<file path="src/rtl/ds_inst_queue_pkg.sv">
// Shared constants for the decode-stage instruction queue: default widths,
// the kill NOP, exception codes and {inst, pc} bus field offsets.
package ds_inst_queue_pkg;

    localparam int EXC_W = 6;

    // ADD x0,x0,x0: a harmless instruction for killed wrong-path slots
    localparam logic [31:0] NOP_INST = 32'h0000_0033;

    localparam logic [EXC_W-1:0] EXC_ILLEGAL = 6'b100010;
    localparam logic [EXC_W-1:0] EXC_EBREAK  = 6'b100011;
    localparam logic [EXC_W-1:0] EXC_ECALL   = 6'b101011;
    localparam logic [EXC_W-1:0] EXC_MRET    = 6'b011111;

    // Bus layout is {inst, pc}: pc in the low bits, inst directly above it
    localparam int BUS_PC_LSB = 0;

    function automatic int bus_inst_lsb(input int pc_w);
        return pc_w;
    endfunction

endpackage

</file>
<file path="src/rtl/ds_inst_queue_if.sv">
// Fetch-to-decode and decode-to-execute handshake bundle for the
// instruction queue; slave is the queue, master is its surroundings.
interface ds_inst_queue_if #(
    parameter int PC_W   = 32,
    parameter int INST_W = 32,
    parameter int EXC_W  = ds_inst_queue_pkg::EXC_W
);
    logic                     fs_to_ds_valid;
    logic                     ds_allowin;
    logic [INST_W+PC_W-1:0]   fs_bus_in;
    logic [EXC_W-1:0]         fs_exc_code;
    logic                     ds_ready_go;
    logic                     es_allowin;
    logic                     ds_to_es_valid;
    logic [INST_W+PC_W-1:0]   ds_bus_out;
    logic [EXC_W-1:0]         ds_exc_code;

    modport slave (
        input  fs_to_ds_valid, fs_bus_in, fs_exc_code, ds_ready_go, es_allowin,
        output ds_allowin, ds_to_es_valid, ds_bus_out, ds_exc_code
    );

    modport master (
        output fs_to_ds_valid, fs_bus_in, fs_exc_code, ds_ready_go, es_allowin,
        input  ds_allowin, ds_to_es_valid, ds_bus_out, ds_exc_code
    );
endinterface

</file>
<file path="src/rtl/ds_inst_queue_mem.sv">
// Queue storage: DEPTH x WIDTH register array, one synchronous write port
// and one asynchronous read port. Contents are not reset.
module ds_queue_mem #(
    parameter int DEPTH = 4,
    parameter int WIDTH = 70
) (
    input  logic                     clk,
    input  logic                     we,
    input  logic [$clog2(DEPTH)-1:0] waddr,
    input  logic [WIDTH-1:0]         wdata,
    input  logic [$clog2(DEPTH)-1:0] raddr,
    output logic [WIDTH-1:0]         rdata
);
    import ds_inst_queue_pkg::*;

    logic [WIDTH-1:0] mem [DEPTH];

    always_ff @(posedge clk) begin
        if (we) begin
            mem[waddr] <= wdata;
        end
    end

    assign rdata = mem[raddr];

endmodule

</file>
<file path="src/rtl/ds_inst_queue.sv">
// In-order DEPTH-entry queue between fetch and decode carrying {inst, pc}
// plus an exception code, with branch kill of younger entries and flush.
module ds_inst_queue #(
    parameter int                DEPTH    = 4,
    parameter int                PC_W     = 32,
    parameter int                INST_W   = 32,
    parameter int                EXC_W    = ds_inst_queue_pkg::EXC_W,
    parameter logic [INST_W-1:0] NOP_INST = ds_inst_queue_pkg::NOP_INST
) (
    input  logic                         clk,
    input  logic                         rst_n,
    ds_inst_queue_if.slave               q,
    input  logic                         br_kill,
    input  logic                         flush,
    output logic [$clog2(DEPTH+1)-1:0]   count
);
    import ds_inst_queue_pkg::*;

    localparam int PTR_W    = $clog2(DEPTH);
    localparam int CNT_W    = $clog2(DEPTH+1);
    localparam int BUS_W    = INST_W + PC_W;
    localparam int ENT_W    = BUS_W + EXC_W;
    localparam int INST_LSB = bus_inst_lsb(PC_W);

    logic [PTR_W-1:0] rd_ptr;
    logic [PTR_W-1:0] wr_ptr;
    logic             empty;
    logic             full;
    logic             push;
    logic             pop;
    logic [ENT_W-1:0] head;
    logic [BUS_W-1:0] head_bus;
    logic [EXC_W-1:0] head_exc;

    assign empty = (count == '0);
    assign full  = (count == CNT_W'(DEPTH));

    // Backpressure depends on occupancy only, so a full queue never
    // accepts even when the head is leaving this cycle.
    assign q.ds_allowin     = !full;
    assign push             = q.fs_to_ds_valid && q.ds_allowin && !flush && !br_kill;
    assign q.ds_to_es_valid = !empty && q.ds_ready_go && !flush;
    assign pop              = q.ds_to_es_valid && q.es_allowin;

    ds_queue_mem #(
        .DEPTH (DEPTH),
        .WIDTH (ENT_W)
    ) u_mem (
        .clk   (clk),
        .we    (push),
        .waddr (wr_ptr),
        .wdata ({q.fs_exc_code, q.fs_bus_in}),
        .raddr (rd_ptr),
        .rdata (head)
    );

    assign head_bus = head[BUS_W-1:0];
    assign head_exc = head[ENT_W-1 -: EXC_W];

    // A killed head still issues with its pc, but as a NOP; a genuine
    // exception (MSB set) survives the kill so it can still be taken.
    always_comb begin
        q.ds_bus_out  = '0;
        q.ds_exc_code = '0;
        if (!empty) begin
            q.ds_bus_out  = head_bus;
            q.ds_exc_code = head_exc;
            if (br_kill) begin
                q.ds_bus_out[INST_LSB +: INST_W] = NOP_INST;
                if (!head_exc[EXC_W-1]) begin
                    q.ds_exc_code = '0;
                end
            end
        end
    end

    always_ff @(posedge clk or negedge rst_n) begin
        if (!rst_n) begin
            rd_ptr <= '0;
            wr_ptr <= '0;
            count  <= '0;
        end else if (flush) begin
            rd_ptr <= '0;
            wr_ptr <= '0;
            count  <= '0;
        end else if (br_kill && !empty) begin
            // Keep only the head; it leaves too if issued this cycle
            rd_ptr <= rd_ptr + PTR_W'(pop);
            wr_ptr <= rd_ptr + PTR_W'(1);
            count  <= {{(CNT_W-1){1'b0}}, !pop};
        end else begin
            if (push) begin
                wr_ptr <= wr_ptr + PTR_W'(1);
            end
            if (pop) begin
                rd_ptr <= rd_ptr + PTR_W'(1);
            end
            case ({push, pop})
                2'b10:   count <= count + CNT_W'(1);
                2'b01:   count <= count - CNT_W'(1);
                default: count <= count;
            endcase
        end
    end

endmodule

</file>
<file path="src/flat_wrapper.sv">
// flat-port wrapper written by rule: the top's interface ports become plain ports
module ds_inst_queue_flat import ds_inst_queue_pkg::*;
#(
    parameter int                DEPTH    = 4,
    parameter int                PC_W     = 32,
    parameter int                INST_W   = 32,
    parameter int                EXC_W    = ds_inst_queue_pkg::EXC_W,
    parameter logic [INST_W-1:0] NOP_INST = ds_inst_queue_pkg::NOP_INST
)
  (clk, rst_n, br_kill, flush, count, q_fs_to_ds_valid, q_fs_bus_in, q_fs_exc_code, q_ds_ready_go, q_es_allowin, q_ds_allowin, q_ds_to_es_valid, q_ds_bus_out, q_ds_exc_code);
  ds_inst_queue_if #(.PC_W(PC_W), .INST_W(INST_W), .EXC_W(EXC_W)) q_i ();
  input  logic clk;
  input  logic rst_n;
  input  logic br_kill;
  input  logic flush;
  output logic [$clog2(DEPTH+1)-1:0] count;
  input wire logic [$bits(q_i.fs_to_ds_valid)-1:0] q_fs_to_ds_valid;
  input wire logic [$bits(q_i.fs_bus_in)-1:0] q_fs_bus_in;
  input wire logic [$bits(q_i.fs_exc_code)-1:0] q_fs_exc_code;
  input wire logic [$bits(q_i.ds_ready_go)-1:0] q_ds_ready_go;
  input wire logic [$bits(q_i.es_allowin)-1:0] q_es_allowin;
  output wire logic [$bits(q_i.ds_allowin)-1:0] q_ds_allowin;
  output wire logic [$bits(q_i.ds_to_es_valid)-1:0] q_ds_to_es_valid;
  output wire logic [$bits(q_i.ds_bus_out)-1:0] q_ds_bus_out;
  output wire logic [$bits(q_i.ds_exc_code)-1:0] q_ds_exc_code;
  assign q_i.fs_to_ds_valid = q_fs_to_ds_valid;
  assign q_i.fs_bus_in = q_fs_bus_in;
  assign q_i.fs_exc_code = q_fs_exc_code;
  assign q_i.ds_ready_go = q_ds_ready_go;
  assign q_i.es_allowin = q_es_allowin;
  assign q_ds_allowin = q_i.ds_allowin;
  assign q_ds_to_es_valid = q_i.ds_to_es_valid;
  assign q_ds_bus_out = q_i.ds_bus_out;
  assign q_ds_exc_code = q_i.ds_exc_code;
  ds_inst_queue #(.DEPTH(DEPTH), .PC_W(PC_W), .INST_W(INST_W), .EXC_W(EXC_W), .NOP_INST(NOP_INST)) u_core (.clk(clk), .rst_n(rst_n), .q(q_i), .br_kill(br_kill), .flush(flush), .count(count));
endmodule
</file>
<file path="config.mk">
export PLATFORM = sky130hd
export DESIGN_NAME = ds_inst_queue_flat
export DESIGN_NICKNAME = d
export VERILOG_FILES = /design/src/rtl/ds_inst_queue_pkg.sv /design/src/rtl/ds_inst_queue_if.sv /design/src/rtl/ds_inst_queue_mem.sv /design/src/rtl/ds_inst_queue.sv /design/src/flat_wrapper.sv
export SDC_FILE = /design/constraint.sdc
export NUM_CORES = 1
export LEC_CHECK = 0
export BUFFER_PORTS_ARGS = -buffer_cell sky130_fd_sc_hd__buf_4
export CAP_MARGIN = 20
export CORE_MARGIN = 2
export CORE_UTILIZATION = 57
export CTS_CLUSTER_DIAMETER = 40
export DETAILED_ROUTE_END_ITERATION = 6
export MAX_ROUTING_LAYER = met4
export PLACE_DENSITY = 0.79
export SETUP_SLACK_MARGIN = 0.4
export SLEW_MARGIN = 10
export SYNTH_ARGS = -nofsm -noshare
export SYNTH_HDL_FRONTEND = slang
export SYNTH_SLANG_ARGS = --single-unit
</file>
<file path="constraint.sdc">
create_clock -name clk -period 3.8 [get_ports clk]
set_input_delay 0.57 -clock clk [delete_from_list [all_inputs] [get_ports clk]]
set_output_delay 0.57 -clock clk [all_outputs]
set_load 0.05 [all_outputs]
</file>
Word-level counts from Yosys, hierarchy flattened
Memories as Yosys holds them, arrays and structs flattened.
Index checks and enable logic that the tools add are counted.
{"block": "word_totals", "reg_bits": 7, "ram_bits": 280, "input_bits": 77, "out_inout_bits": 75, "elab_cells": 44, "n_memories": 1}
{"block": "classes", "addsub": 5, "eq_ne": 3, "muxes": 16, "reduce_logical": 16}
{"memory": "u_core.u_mem.mem", "depth": 4, "width": 70, "rd": 1, "rd_ports_with_merged_regs": 0, "wr": 1, "line": "ds_inst_queue_mem.sv:16", "text": "logic [WIDTH-1:0] mem [DEPTH];"}
{"op": "64-bit 2-to-1 mux", "n": 1}
{"op": "32-bit 2-to-1 mux", "n": 1}
{"op": "6-bit 2-to-1 mux", "n": 3}
{"op": "2-bit 2-to-1 mux", "n": 6}
{"op": "1-bit logical AND", "n": 7}
{"op": "3-bit 2-to-1 mux", "n": 2}
{"op": "3-bit one-hot mux with 2 select lines", "n": 1}
{"op": "3-bit nonzero test", "n": 2}
{"op": "1-bit zero test", "n": 5}
{"op": "2-bit by 1-bit adder with 2-bit output, second input constant", "n": 2}
{"op": "4-bit nonzero test", "n": 1}
{"op": "3-bit by 1-bit adder with 3-bit output, second input constant", "n": 1}
{"op": "3-bit equality test, second input constant", "n": 1}
{"op": "3-bit zero test", "n": 1}
{"op": "3-bit by 1-bit subtractor with 3-bit output, second input constant", "n": 1}
{"op": "2-bit by 1-bit adder with 2-bit output", "n": 1}
{"op": "2-bit by 1-bit equality test with 1-bit output, second input constant", "n": 1}
{"op": "2-bit equality test, second input constant", "n": 1}
{"op": "1-bit 2-to-1 mux", "n": 2}

Longest topological paths before layout
Gate-level depths: netlist of the first run.
{"block": "logic_depth", "depth_word": 9, "ltp_mapped": 8, "mapped_depth_nobuf": 7}

Hierarchy
Synthesis of the first run repeated with hierarchy kept, for this count alone.
{"block": "unflattened", "cells_unflattened": 524, "area_unflattened_um2": 11297.1}
{"module": "ds_queue_mem", "n_inst": 1, "cells_each": 370, "area_per_inst_um2": 10206.0, "seq_area_each_um2": 8408.1}
{"module": "ds_inst_queue", "n_inst": 1, "cells_each": 154, "area_per_inst_um2": 1091.0, "seq_area_each_um2": 175.2}

Worst setup path before layout of the first run
Ideal clock, no wire load.
{"block": "synth_path", "path_kind": "reg-to-reg", "startpoint": "register u_core.count[2]", "endpoint": "memory u_core.u_mem.mem[1][0] (enable)", "setup_time_ns": 0.436, "arrival_time_ns": 2.939, "t_required_ns": 3.364, "slack_ns": 0.425, "stages_incl_launch_ff": 5, "n_path_buf": 1, "period_less_slack_ns": 3.375, "path_cell_list": "dfrtp_1 > buf_6 > nor3b_4 > nor3_2 > and2_1"}
{"block": "synth_between", "elab_chain_len": 7}
{"item": "start, declared", "line": "ds_inst_queue.sv:15", "text": "output logic [$clog2(DEPTH+1)-1:0] count"}
{"item": "start signal, assigned", "line": "ds_inst_queue.sv:90", "text": "count <= {{(CNT_W-1){1'b0}}, !pop};"}
{"item": "start signal, assigned", "line": "ds_inst_queue.sv:99", "text": "2'b10: count <= count + CNT_W'(1);"}
{"item": "start signal, assigned", "line": "ds_inst_queue.sv:100", "text": "2'b01: count <= count - CNT_W'(1);"}
{"item": "3-bit equality test", "line": "ds_inst_queue.sv:36", "text": "assign full = (count == CNT_W'(DEPTH));"}
{"item": "1-bit zero test", "line": "ds_inst_queue.sv:40", "text": "assign q.ds_allowin = !full;"}
{"item": "1-bit logical AND (3 in a row)", "line": "ds_inst_queue.sv:41", "text": "assign push = q.fs_to_ds_valid && q.ds_allowin && !flush && !br_kill;"}
{"item": "1-bit 2-to-1 mux", "line": "ds_inst_queue_mem.sv:19", "text": "if (we) begin"}
{"item": "1-bit 2-to-1 mux (implied by the code)", "line": "ds_inst_queue_mem.sv:20", "text": "mem[waddr] <= wdata;"}
{"item": "end, declared", "line": "ds_inst_queue_mem.sv:16"}
No other way between the ends.

Final worst setup path of the first run
{"block": "layout_path", "startpoint": "register u_core.rd_ptr[1]", "endpoint": "output q_ds_bus_out[46]"}
{"block": "layout_between", "elab_chain_len": 3}
{"item": "start, declared", "line": "ds_inst_queue.sv:25", "text": "logic [PTR_W-1:0] rd_ptr;"}
{"item": "start signal, assigned", "line": "ds_inst_queue.sv:88", "text": "rd_ptr <= rd_ptr + PTR_W'(pop);"}
{"item": "start signal, assigned", "line": "ds_inst_queue.sv:96", "text": "rd_ptr <= rd_ptr + PTR_W'(1);"}
{"item": "memory 4 x 70 bit"}
{"item": "32-bit 2-to-1 mux", "line": "ds_inst_queue.sv:68", "text": "if (br_kill) begin"}
{"item": "64-bit 2-to-1 mux", "line": "ds_inst_queue.sv:65", "text": "if (!empty) begin"}
{"item": "end, declared", "line": "flat_wrapper.sv:24", "text": "output wire logic [$bits(q_i.ds_bus_out)-1:0] q_ds_bus_out;"}
No other way between the ends.

==> metrics.cfg, run 1 <==
[status]
outcome = completed

[timing]
relSlewSlack = 0.566
setup_viol = 0
fin_crit_ns = 3.29
clock.fmax_mhz = 304
fin_worst_skew_ns = 0.0120
tns_ns = 0
slew_violations = 0
fin_crit_sh = 0.867
hold_viol_final = 0
tightest_slew_ns = 0.644
rsz0062_at_grt = false

[power_and_ir_drop]
seq_power_share = 0.467
power_density_nw_per_um2 = 555
power.switching_uw = 1850
leakage_uw = 0.00482
irDropWorstVdd_v = 0.000402
internal_power_uw = 5810
p_sw_frac = 0.241
combPwrFrac = 0.125
clkPwrFrac = 0.408

[grt]
antenna_found_initial = 1
grt-ovfl-total = 0
grt_pass1_vias = 5951
grt_max_degree = 75
grt_pass1_wl_um = 32900
grt_usage = 0.220

[setup_path]
crit_path_start_kind = flip-flop
cp_cell_sequence = buf_4 -> mux4_2 -> and3_1 -> buf_4
path_common_cell = buf_4
critPathMaxStageDelay_ns = 0.73
crit_slowest_cell = dfrtp_4
cp.arrival_ns = 2.72
regToRegStartpoint = u_core.count[2]$_DFFE_PN0P_
critPathTopFamily = buffers and inverters
critPathRequiredTime_ns = 3.23
critical_path_class = flip-flop to output pin
r2r_cells = 7
cp-end-kind = output pin
worstPathMaxFanout = 42
crit_buf_inv = 2
r2r_setup_slack_ns = 1.32
timing.rr.end = u_core.count[2]$_DFFE_PN0P_

[floorplanning]
fp-row-count = 51
dieArea_um2 = 20800
io_pins = 152
coreArea_um2 = 19400
initial_core_util = 0.578
dieHeight_um = 144
die_w_um = 144

[logic_synthesis]
synthCells = 522
synth_edf_count = 280
synth-seq-cells = 287
synth_nets = 605
yosysWarnings = 0
syn_avg_cell_area_um2 = 21.5
synth_most_common_cell = edfxtp_1
synth.top_cell.area_share = 0.750
ys_types = 40
synthFlopType = edfxtp_1
yosys.area.top_type = edfxtp_1
synth_commonest_cells = edfxtp_1, mux4_2, and2_1, and3_1, clkbuf_1
netlist_top_cells_area = edfxtp_1, mux4_2, and2_1
synth_area_um2 = 11200
yosysSeqAreaShare = 0.765
postSynth.asyncResetShare = 0.0244

[hold_path]
hp-class = input port to flip-flop
min_to = u_core.u_mem.mem[1][14]$_DFFE_PP_
hold_depth = 1
hp-start = q_fs_bus_in[14]

[final_layout]
fin_area_um2 = 13800
area_growth_pct = 23.1
drive_gt1_frac = 0.412
fin_nets = 772

[cts]
cts_buffer_depth = 3
insertion_delay_ns = 0.51
cts_buffers = 34
htree_levels = 2
clkTransAtPathRegs_ns = 0.06
cts_root_buf = clkbuf_16
clock-sinks = 287
cts_tree = done

[drt]
wl_um = 21700
drt_iter0_drc = 272
first_pass_iters = 4
ant_nets = 0
vias = 5652
wl_per_cell_um = 22.2
viasPerCell = 5.79
drc = 0

[placement]
portBuffers = 151
gp_congestion = 0.736
detailed_place.area_um2 = 12700
place_hpwl_um = 12400

[flow_run]
cap_violations = 0

cells by family (layout without fill, tap and decap cells):
family	after synthesis	after routing	share of synthesized area
AND/OR/NAND/NOR	102	102	0.0560
buffers and inverters	37	226	0.0148
flip-flops	287	287	0.765
other	0	1	0
AO/OA/AOI/OAI	14	14	0.0113
XOR/XNOR	5	5	0.00390
adder cells (fa/ha/maj)	6	6	0.00736
multiplexers	71	71	0.141
what timing repair did:
item | 4_1_cts | 5_1_grt
setup endpoints to repair | 0 | 3
setup buffers | 0 | 0
hold buffers | 1 | 0
hold endpoints to repair | 7 | 0
resized for setup | 0 | 1
layout make-up:
| cell class | instances | area (µm²) |
|---|---|---|
| diodes | 1 | 2.50 |
| clock buffers | 38 | 887 |
| clock inverters | 20 | 211 |
| fillers | 1219 | 5590 |
| inverters | 7 | 26.3 |
| multi-input cells | 198 | 2480 |
| flip-flops and latches | 287 | 8590 |
| well taps | 265 | 332 |
| repair buffers | 161 | 1270 |
cell usage in the layout (no fill, tap or decap), drive strengths merged, types with 2 or more instances in the layout:
cell        n
a2111oi     2
and3       28
and2       37
bufinv      3
nor4b       2
clkinv     13
nor3        5
xnor2       3
nor2b       7
nor2       13
o311a       2
clkbuf     38
xor2        2
inv         8
mux4       70
dfrtp       7
edfxtp    280
nand2       4
ha          5
nand3       2
buf       160
clkinvlp    3
o21ai       3
power by group through the flow:
stage | combinational, µW | sequential [µW] | clock [µW]
after global placement | 943 | 3640 | 0
after global routing | 1010 | 3580 | 3290
after CTS | 970 | 3580 | 3170
after detailed placement | 963 | 3640 | 0
final | 956 | 3580 | 3120
after floorplan | 634 | 3650 | 0
metal layers:
layer | track usage | share of wire | vias to the layer above
met3 | 0.0417 | 0.049 | 53
li1 | - | - | 2480
met4 | 0.0777 | 0.029 | 0
met2 | 0.362 | 0.52 | 178
met1 | 0.281 | 0.40 | 2941
met5 | - | 0 | -
per-stage QoR:
stage	total power, µW	util	std cells	setup slack, ns	hold slack, ns
CTS	7720	0.711	976	0.486	0.242
global placement	4580	0.654	917	0.999	0.390
floorplan	4280	-	522	0.425	0.274
finish	7660	0.712	977	0.507	0.262
global route	7890	0.712	977	0.408	0.242
detailed placement	4610	0.654	917	1.01	0.397
state kept, by name, indices dropped and copies added, names as in the netlist:
signal	count
u_core.count	3
u_core.rd_ptr	2
u_core.u_mem.mem	280
u_core.wr_ptr	2
worst max path at each step:
stage | from | to | cells past startpoint
CTS | u_core.rd_ptr[1]$_DFFE_PN0P_ | q_ds_bus_out[46] | 4
detailed placement | u_core.count[1]$_DFFE_PN0P_ | q_ds_exc_code[2] | 5
finish | u_core.rd_ptr[1]$_DFFE_PN0P_ | q_ds_bus_out[46] | 4
floorplan | u_core.count[2]$_DFFE_PN0P_ | u_core.u_mem.mem[1][0]$_DFFE_PP_ | 4
global placement | u_core.rd_ptr[1]$_DFFE_PN0P_ | q_ds_exc_code[0] | 5
global route | u_core.rd_ptr[1]$_DFFE_PN0P_ | q_ds_bus_out[48] | 4
(Power assumes the default switching activity.)
==> run 2: changes to the inputs <==
ABC_AREA = 1   (was not set)
CELL_PAD_IN_SITES_DETAIL_PLACEMENT = 1   (was not set)
CELL_PAD_IN_SITES_GLOBAL_PLACEMENT = 2   (was not set)
CORE_UTILIZATION = 39   (was 57)
PLACE_DENSITY = not set   (was 0.79)
PLACE_DENSITY_LB_ADDON = 0.1   (was not set)
REMOVE_ABC_BUFFERS = 1   (was not set)
==> metrics.cfg, run 2 <==
[power_and_ir_drop]
clkPwrFrac = 0.404  ; -0.004
power_density_nw_per_um2 = 662  ; +19%
leakage_uw = 0.00528  ; +9.5%
power.switching_uw = 3010  ; +63%
power_uw = 9600  ; +25%
combPwrFrac = 0.217  ; +0.092
p_sw_frac = 0.314  ; +0.0723
irDropWorstVdd_v = 0.000460  ; +14%
seq_power_share = 0.380  ; -0.087
internal_power_uw = 6590  ; +13%

[cts]
insertion_delay_ns = 0.54  ; +0.03 ns
postCtsSetupBuffers = 0  ; unchanged
cts_buffers = 42  ; +24%
clock-sinks = 287  ; unchanged
cts_buffer_depth = 3  ; unchanged
clkTransAtPathRegs_ns = 0.06  ; about the same
cts_root_buf = clkbuf_16
cts_tree = done
htree_levels = 2  ; unchanged

[timing]
fin_crit_ns = 3.19  ; -0.100 ns
fin_crit_sh = 0.840  ; -0.0264
fin_worst_skew_ns = 0.0137  ; +0.00176 ns
hold_viol_final = 0  ; unchanged
tightest_slew_ns = 0.741  ; +0.0972 ns
rsz0062_at_grt = false
clock.fmax_mhz = 313  ; +3.1%
setup_viol = 0  ; unchanged
fin_ws_ns = 0.607  ; +0.100 ns
slew_violations = 0  ; unchanged
relSlewSlack = 0.506  ; -0.0602

[logic_synthesis]
synth_commonest_cells = edfxtp_1, nor2_1, o21ai_0, a21oi_1, nand2_1
synth_most_common_cell = edfxtp_1
yosysWarnings = 0  ; unchanged
synth.top_cell.area_share = 0.732  ; -0.0174
synthFlopType = edfxtp_1
synth_area_um2 = 11500  ; +2.4%
yosys.area.top_type = edfxtp_1
yosysSeqAreaShare = 0.747  ; -0.0178
ys_types = 30  ; -25%
synth_edf_count = 280  ; unchanged
netlist_top_cells_area = edfxtp_1, nor2_1, o21ai_0
synthCells = 916  ; +75%
synth-seq-cells = 287  ; unchanged
postSynth.asyncResetShare = 0.0244  ; unchanged
syn_avg_cell_area_um2 = 12.5  ; -42%

[drt]
wl_um = 28800  ; +33%
vias = 7480  ; +32%
drt_iter0_drc = 536  ; +97%
ant_nets = 0  ; unchanged
viasPerCell = 5.00  ; -14%
wl_per_cell_um = 19.3  ; -13%
drc = 0  ; unchanged
first_pass_iters = 4  ; unchanged

[final_layout]
ff_latch_area_um2 = 8590  ; unchanged
multi_input_area_um2 = 2520  ; +1.5%
nFillCells = 3017  ; +150%
fin_nets = 1160  ; +50%
regMostFlops = u_core.u_mem.mem
final_cell_mix = edfxtp_1, nor2_1, buf_4, o21ai_0, a21oi_1
fin_area_um2 = 14500  ; +5.0%
largest_register_ffs = 280  ; unchanged
drive_gt1_frac = 0.232  ; -0.180
diodes = 0  ; -1
reg.largest.list = u_core.u_mem.mem x280, u_core.count x3
final_common_cell = edfxtp_1
area_growth_pct = 26.2

[setup_path]
critPathRequiredTime_ns = 3.23  ; about the same
critical_path_class = flip-flop to output pin
r2r_setup_slack_ns = 1.37  ; +0.05 ns
regToRegStartpoint = u_core.count[0]$_DFFE_PN0P_
r2r_cells = 5  ; -2
crit_path_start_kind = flip-flop
cp.arrival_ns = 2.62  ; -0.10 ns
timing.rr.end = u_core.u_mem.mem[1][11]$_DFFE_PP_
cp-startpoint = u_core.rd_ptr[1]$_DFFE_PN0P_
cp-end-kind = output pin
worstPathMaxFanout = 31  ; -26%

[hold_path]
min_to = u_core.u_mem.mem[0][51]$_DFFE_PP_
hold_depth = 1  ; unchanged
hp-start = q_fs_bus_in[51]
hp-class = input port to flip-flop

[floorplanning]
die_w_um = 176  ; +22%
coreArea_um2 = 28900  ; +49%
fp-row-count = 62  ; +22%
dieArea_um2 = 30800  ; +48%
dieHeight_um = 176  ; +22%
initial_core_util = 0.398  ; -0.180
io_pins = 152  ; unchanged

[grt]
antenna_found_initial = 0  ; -1
grt_max_degree = 117  ; +56%
grt_pass1_vias = 7808  ; +31%
grt-ovfl-total = 0  ; unchanged
grt_pass1_wl_um = 44200  ; +34%
grt_usage = 0.193  ; -0.0276

[placement]
place_hpwl_um = 16300  ; +32%
detailed_place.area_um2 = 13000  ; +2.4%
place_ws_ns = 0.944  ; -0.0651 ns
gp_congestion = 0.731  ; -0.68%
portBuffers = 151  ; unchanged

[status]
outcome = completed

[flow_run]
cap_violations = 0  ; unchanged

[run 2: logic make-up after synthesis]
group	share of synthesized area
simple gates	0.108
buf+inv	0.0357
fa+ha+maj	0.00719
xor+xnor	0.00229
compound gates	0.0989
flops	0.747
[run 2: through the flow]
step / setup TNS, ns / hold WS (ns) / instances / utilization
2_1_floorplan: -367.26 / 0.274 / 865 / -
3_3_place_gp: 0 / 0.410 / 1415 / 0.450
3_5_place_dp: 0 / 0.415 / 1415 / 0.450
4_1_cts: 0 / 0.223 / 1494 / 0.501
5_1_grt: 0 / 0.228 / 1495 / 0.502
6_report: 0 / 0.240 / 1495 / 0.502
[run 2: power by group through the flow]
| stage | logic (µW) | clock network (µW) | registers [µW] |
|---|---|---|---|
| after floorplan | 1260 | 0 | 3760 |
| after global placement | 2070 | 0 | 3700 |
| after detailed placement | 2090 | 0 | 3700 |
| after CTS | 2100 | 3940 | 3640 |
| after global routing | 2280 | 4080 | 3650 |
| final | 2080 | 3870 | 3640 |
[run 2: layout make-up]
type | count | share of cell area
Clock buffer | 45 | 0.0748
Clock inverter | 33 | 0.0239
Inverter | 28 | 0.00855
Multi-Input combinational cell | 550 | 0.174
Sequential cell | 287 | 0.593
Tap cell | 384 | 0.0332
Timing Repair Buffer | 168 | 0.0929
[run 2: worst max-delay path by stage]
| stage | cells past startpoint | end | slack, ns |
|---|---|---|---|
| 6_report | 7 | q_ds_exc_code[4] | 0.61 |
| 4_1_cts | 7 | q_ds_exc_code[4] | 0.43 |
| 3_5_place_dp | 7 | q_ds_exc_code[2] | 0.94 |
| 5_1_grt | 7 | q_ds_exc_code[4] | 0.38 |
| 3_3_place_gp | 7 | q_ds_exc_code[2] | 0.93 |
| 2_1_floorplan | 6 | q_ds_exc_code[0] | -1.29 |
[run 2: what timing repair did]
action / CTS / global route
gates resized for setup: 2 / 6
cloned: 0 / 1
endpoints found under the hold margin: 7 / 0
setup endpoints to repair: 2 / 10
hold buffers: 1 / 0
pin swaps: 0 / 0
[run 2: critical path: stages (launching register included)]
cell and delay [ns]:
dfrtp_4 0.69, inv_4 0.26, nor2_1 0.15, o21ai_0 0.09
a21oi_1 0.24, nor2_2 0.12, nor2_1 0.27, buf_4 0.26
[run 2: routing by layer]
layer  share of wire  up-vias  wire length [µm]  track usage
li1                -     3566                 -            -
met1            0.45     3706             12800        0.253
met2            0.49      173             14100        0.316
met3           0.051       35              1470       0.0340
met4           0.014        0               414       0.0420
met5               0        -                 0            -
